File: config.mk
export PLATFORM = sky130hd
export DESIGN_NAME = div_sequencer
export DESIGN_NICKNAME = d
export VERILOG_FILES = /design/src/rtl/div_pkg.sv /design/src/rtl/div_settle_counter.sv /design/src/rtl/div_sequencer.sv
export SDC_FILE = /design/constraint.sdc
export NUM_CORES = 1
export LEC_CHECK = 0
export CORE_MARGIN = 2
export CORE_UTILIZATION = 41
export DETAILED_ROUTE_END_ITERATION = 16
export PLACE_DENSITY = 0.8
export SLEW_MARGIN = 20
export SYNTH_ARGS = -nofsm -noshare
export SYNTH_HDL_FRONTEND = slang
export SYNTH_SLANG_ARGS = --single-unit
File: constraint.sdc
create_clock -name clock -period 2.36 [get_ports clock]
set_input_delay 0.236 -clock clock [delete_from_list [all_inputs] [get_ports clock]]
set_output_delay 0.236 -clock clock [all_outputs]
set_load 0.01 [all_outputs]
File: src/rtl/div_pkg.sv
// Shared types and constants for the sequencer that drives an external
// multi-cycle combinational divider and captures its results.
package div_pkg;

  typedef logic [1:0] state_t;

  // Each busy/done output is one state bit, so both come straight from flops.
  localparam state_t S_IDLE = 2'b00;
  localparam state_t S_WAIT = 2'b01;
  localparam state_t S_DONE = 2'b10;

  localparam int SETTLE_DEFAULT = 4;

  localparam logic [31:0] DIV0_LO = 32'hFFFF_FFFF;

endpackage

File: src/rtl/div_settle_counter.sv
// 4-bit settle counter: load a start value, count down to zero, flag zero.
// Ports: clock, clear (sync active-low), load/load_val, dec, zero.
module div_settle_counter (
  input  logic       clock,
  input  logic       clear,
  input  logic       load,
  input  logic [3:0] load_val,
  input  logic       dec,
  output logic       zero
);

  logic [3:0] count;

  always_ff @(posedge clock) begin
    if (!clear) begin
      count <= 4'd0;
    end else if (load) begin
      count <= load_val;
    end else if (dec && count != 4'd0) begin
      count <= count - 4'd1;
    end
  end

  assign zero = (count == 4'd0);

endmodule

File: src/rtl/div_sequencer.sv
// Sequences one divide: registers operands for the external divider,
// waits SETTLE_CYCLES, then captures quotient/remainder into LO/HI.
// Ports: clock, clear, start, dividend, divisor -> div_a, div_b;
//        div_q, div_r -> lo_out, hi_out; busy, done, div_by_zero.
module div_sequencer
  import div_pkg::*;
#(
  parameter int SETTLE_CYCLES = SETTLE_DEFAULT
) (
  input  logic        clock,
  input  logic        clear,
  input  logic        start,
  input  logic [31:0] dividend,
  input  logic [31:0] divisor,
  output logic [31:0] div_a,
  output logic [31:0] div_b,
  input  logic [31:0] div_q,
  input  logic [31:0] div_r,
  output logic [31:0] lo_out,
  output logic [31:0] hi_out,
  output logic        busy,
  output logic        done,
  output logic        div_by_zero
);

  localparam logic [3:0] LOAD_VAL = 4'(SETTLE_CYCLES - 1);

  state_t state;
  logic   is_wait;
  logic   accept;
  logic   nz;
  logic   cnt_zero;

  assign is_wait = (state == S_WAIT);
  assign accept  = start && !is_wait;
  assign nz      = (divisor != 32'd0);

  div_settle_counter u_cnt (
    .clock    (clock),
    .clear    (clear),
    .load     (accept && nz),
    .load_val (LOAD_VAL),
    .dec      (is_wait),
    .zero     (cnt_zero)
  );

  always_ff @(posedge clock) begin
    if (!clear) begin
      state       <= S_IDLE;
      div_a       <= 32'd0;
      div_b       <= 32'd0;
      lo_out      <= 32'd0;
      hi_out      <= 32'd0;
      div_by_zero <= 1'b0;
    end else if (accept) begin
      div_a <= dividend;
      div_b <= divisor;
      if (nz) begin
        div_by_zero <= 1'b0;
        state       <= S_WAIT;
      end else begin
        // Zero divisor never reaches the divider result path.
        lo_out      <= DIV0_LO;
        hi_out      <= dividend;
        div_by_zero <= 1'b1;
        state       <= S_DONE;
      end
    end else begin
      unique case (1'b1)
        is_wait: begin
          if (cnt_zero) begin
            lo_out <= div_q;
            hi_out <= div_r;
            state  <= S_DONE;
          end
        end
        default: state <= S_IDLE;
      endcase
    end
  end

  assign busy = state[0];
  assign done = state[1];

endmodule

==> impl_metrics.yaml <==
power_and_ir_drop:
  p_per_area_nw_per_um2: 717
  power.internal_mw: 4.84
  power_switching_mw: 1.59
  power_frac_clock_pct: 43.7
  p_leak_nw: 3.29
  switching_share_pct: 24.8
  comb_power_share_pct: 17.3
  total_power_mw: 6.43
  seq_power_share_pct: 39.0
  peakVddDrop_uv: 425
drt:
  routed_wl_um: 18300
  vias: 5808
  vias_per_cell: 5.38
  ant_nets: 0
  wire_per_inst_um: 16.9
  drtIter0Drc: 383
  drc_errors: 0
  first_pass_iters: 5
synth:
  syn_avg_cell_area_um2: 8.50
  synthMuxAreaShare_pct: 0.356
  synth-async-reset-ratio_pct: 0
  synth-main-ff-cell: "dfxtp_1"
  syn-num-nets: 793
  synth_xor_area_share_pct: 0.312
  synth-simple-area-share_pct: 20.7
  synth_compound_area_share_pct: 24.5
  ys_types: 36
  synth_seq_area_share_pct: 48.1
  synthCells: 661
  netlist_area_um2: 5620
  ys_top_cells_by_area: "dfxtp_1 (48%), nand2_1 (11%), a21oi_1 (6.1%), a21boi_0 (4.1%), o211ai_1 (4.1%)"
  yosys_register_bits: 135
  synth_top_family_by_area: "compound AO/OA/AOI/OAI gates"
  yosys_warnings: 0
  synth_edf_count: 0
  synth_fa_ha_area_share_pct: 0.223
  yosysTopAreaCell: "dfxtp_1"
  yosys.area.top_type_share_pct: 48.1
layout:
  drive_above_1_share_pct: 8.19
  fill_cells: 1074
  area_growth_pct: 59.6
  num_antenna_cells: 0
  fin_util_pct: 67.5
  fin_nets: 1023
  finalNonFillerCells: 1080
placed_design:
  gp_congestion: 0.805
  portBuffers: 261
  dp.cells: 1048
  hpwl_um: 12200
critical_path:
  crit_path_max_incr_delay_ns: 0.43
  cp-end-kind: "flop"
  slowest_stage: "buf_4"
  path_max_fanout: 33
  crit_arrival_ns: 2.17
  criticalPathCategory: "in2reg"
  cp-start-kind: "input pin"
  cp_data_required_time_ns: 2.68
  cp_cell_sequence: "clkdlybuf4s50_1 -> nor4_1 -> and4_1 -> buf_4 -> nand4_1 -> o211ai_1"
sta:
  rsz0062_at_grt: "false"
  setup_viol: 0
  setup_tns_ns: 0
  finalCriticalPeriod_ns: 1.85
  final-max-slew-violation-count: 0
  post-route-period-util_pct: 78.4
  maxSlewHeadroom_pct: 64.5
  finalClockSkew_ns: 0.00895
  fmax_mhz: 541
  worst_slew_pin_slew_ns: 0.533
  hold_viol: 0
die:
  rows: 42
  initial_utilization_pct: 42.3
  die-area_um2: 14700
  dieHeight_um: 121
  core-area_um2: 13300
  io_pins: 262
  dieWidth_um: 121
global_route:
  grtUsageTotal_pct: 24.7
  antenna_found_initial: 0
  grt_pass1_wl_um: 28800
  grt-ovfl-total: 0
  first_global_vias: 5626
  grt_start_max_net_pins: 65
clocking:
  clkTransAtPathRegs_ns: 0.06
  clock_path_buffers: 2
  clk_latency_ns: 0.41
  cts_made_buffers: 17
  cts_root_buf: "clkbuf_16"
  ctsResizeCount: 0
  postCtsHoldBufs: 0
  cts_tree: "built"
  cts.htree.levels: 4
  cts_setup_buffers: 0
  cts.sink_count: 135
run_status:
  status: "finished clean"
min_path:
  hold_class: "in2reg"
flow_run:
  cap_violations: 0
## final timing paths
check,start,to,slack [ns],depth (start not counted)
worst max-delay path,divisor[18],hi_out[18],0.51,6
worst min register to register,div_b[14],div_b[14],0.45,2
worst max register to register,u_cnt.count[0],hi_out[18],0.51,7
worst min-delay path,divisor[12],div_b[12],0.40,3
## worst max-delay path: cells and delay by family
family                 cells  cell delay, ns
and+or+nand+nor            3            0.92
buffers and inverters      2            0.85
AOI/OAI and AO/OA          1            0.14
## logic make-up (layout without fill, tap and decap cells)
| kind of cell | after synthesis | after routing |
|---|---|---|
| adder cells (fa/ha/maj) | 1 | 1 |
| AO/OA/AOI/OAI | 200 | 200 |
| buffers and inverters | 70 | 313 |
| multiplexers | 2 | 2 |
| flip-flops | 135 | 135 |
| AND/OR/NAND/NOR | 251 | 251 |
| XOR/XNOR | 2 | 2 |
## layout by cell type (no fill, tap or decap), drive strengths merged, types with 4 or more instances in the layout
cell type / synthesis / layout
dfxtp: 135 / 135
buf: 31 / 17
a21oi: 69 / 69
nand2: 165 / 165
clkbuf: 36 / 22
nand4: 32 / 32
inv: 2 / 4
clkinv: 1 / 4
clkdlybuf4s50: 0 / 261
o21ai: 31 / 31
and3: 32 / 32
nor4: 8 / 8
o211ai: 31 / 31
o221a: 32 / 32
a21boi: 31 / 31
## synthesized netlist by cell type (4+ instances only)
| cell type | n |
|---|---|
| o221a_1 | 15 |
| buf_1 | 4 |
| nand4_1 | 32 |
| a21oi_1 | 69 |
| buf_2 | 19 |
| a21boi_0 | 31 |
| o211ai_1 | 31 |
| clkbuf_1 | 36 |
| nand2_1 | 165 |
| buf_4 | 5 |
| o21ai_0 | 28 |
| o221a_2 | 17 |
| nor4_1 | 8 |
| and3_1 | 32 |
| dfxtp_1 | 135 |
## cell type report
type	count	area [um2]	area share, %
Clock buffer	22	494	5.51
Sequential cell	135	2700	30.1
Inverter	3	11.3	0.125
Clock inverter	10	141	1.58
Timing Repair Buffer	278	2790	31.1
Multi-Input combinational cell	456	2610	29.1
Tap cell	176	220	2.45
## stage by stage
stage	worst slack (ns)	instance area [um2]	hold slack, ns
after CTS	0.518	8970	0.385
after global placement	0.226	8340	0.441
after global routing	0.354	8970	0.406
final	0.511	8970	0.401
after floorplan	0.706	5620	0.372
after detailed placement	0.147	8340	0.446
## power groups by stage
stage / combinational (mW) / clock [mW] / sequential (mW)
after floorplan: 0.404 / 0 / 2.62
after global placement: 1.10 / 0 / 2.55
after detailed placement: 1.11 / 0 / 2.56
after CTS: 1.12 / 2.86 / 2.51
after global routing: 1.20 / 2.97 / 2.53
final: 1.11 / 2.81 / 2.51
## sequential cells by signal (all words and copies together), names as in the netlist
name         cells
div_by_zero      1
hi_out          32
div_a           32
div_b           32
lo_out          32
u_cnt.count      4
state            2
## metal layers
metal | vias up | global-route usage (%) | part of all wire, %
met4 | 0 | 9.45 | 1.9
met3 | 25 | 7.66 | 8.4
li1 | 2836 | - | -
met2 | 227 | 39.6 | 48
met1 | 2720 | 31.2 | 42
met5 | - | 0 | 0
Power figures use the tool's default switching activity.
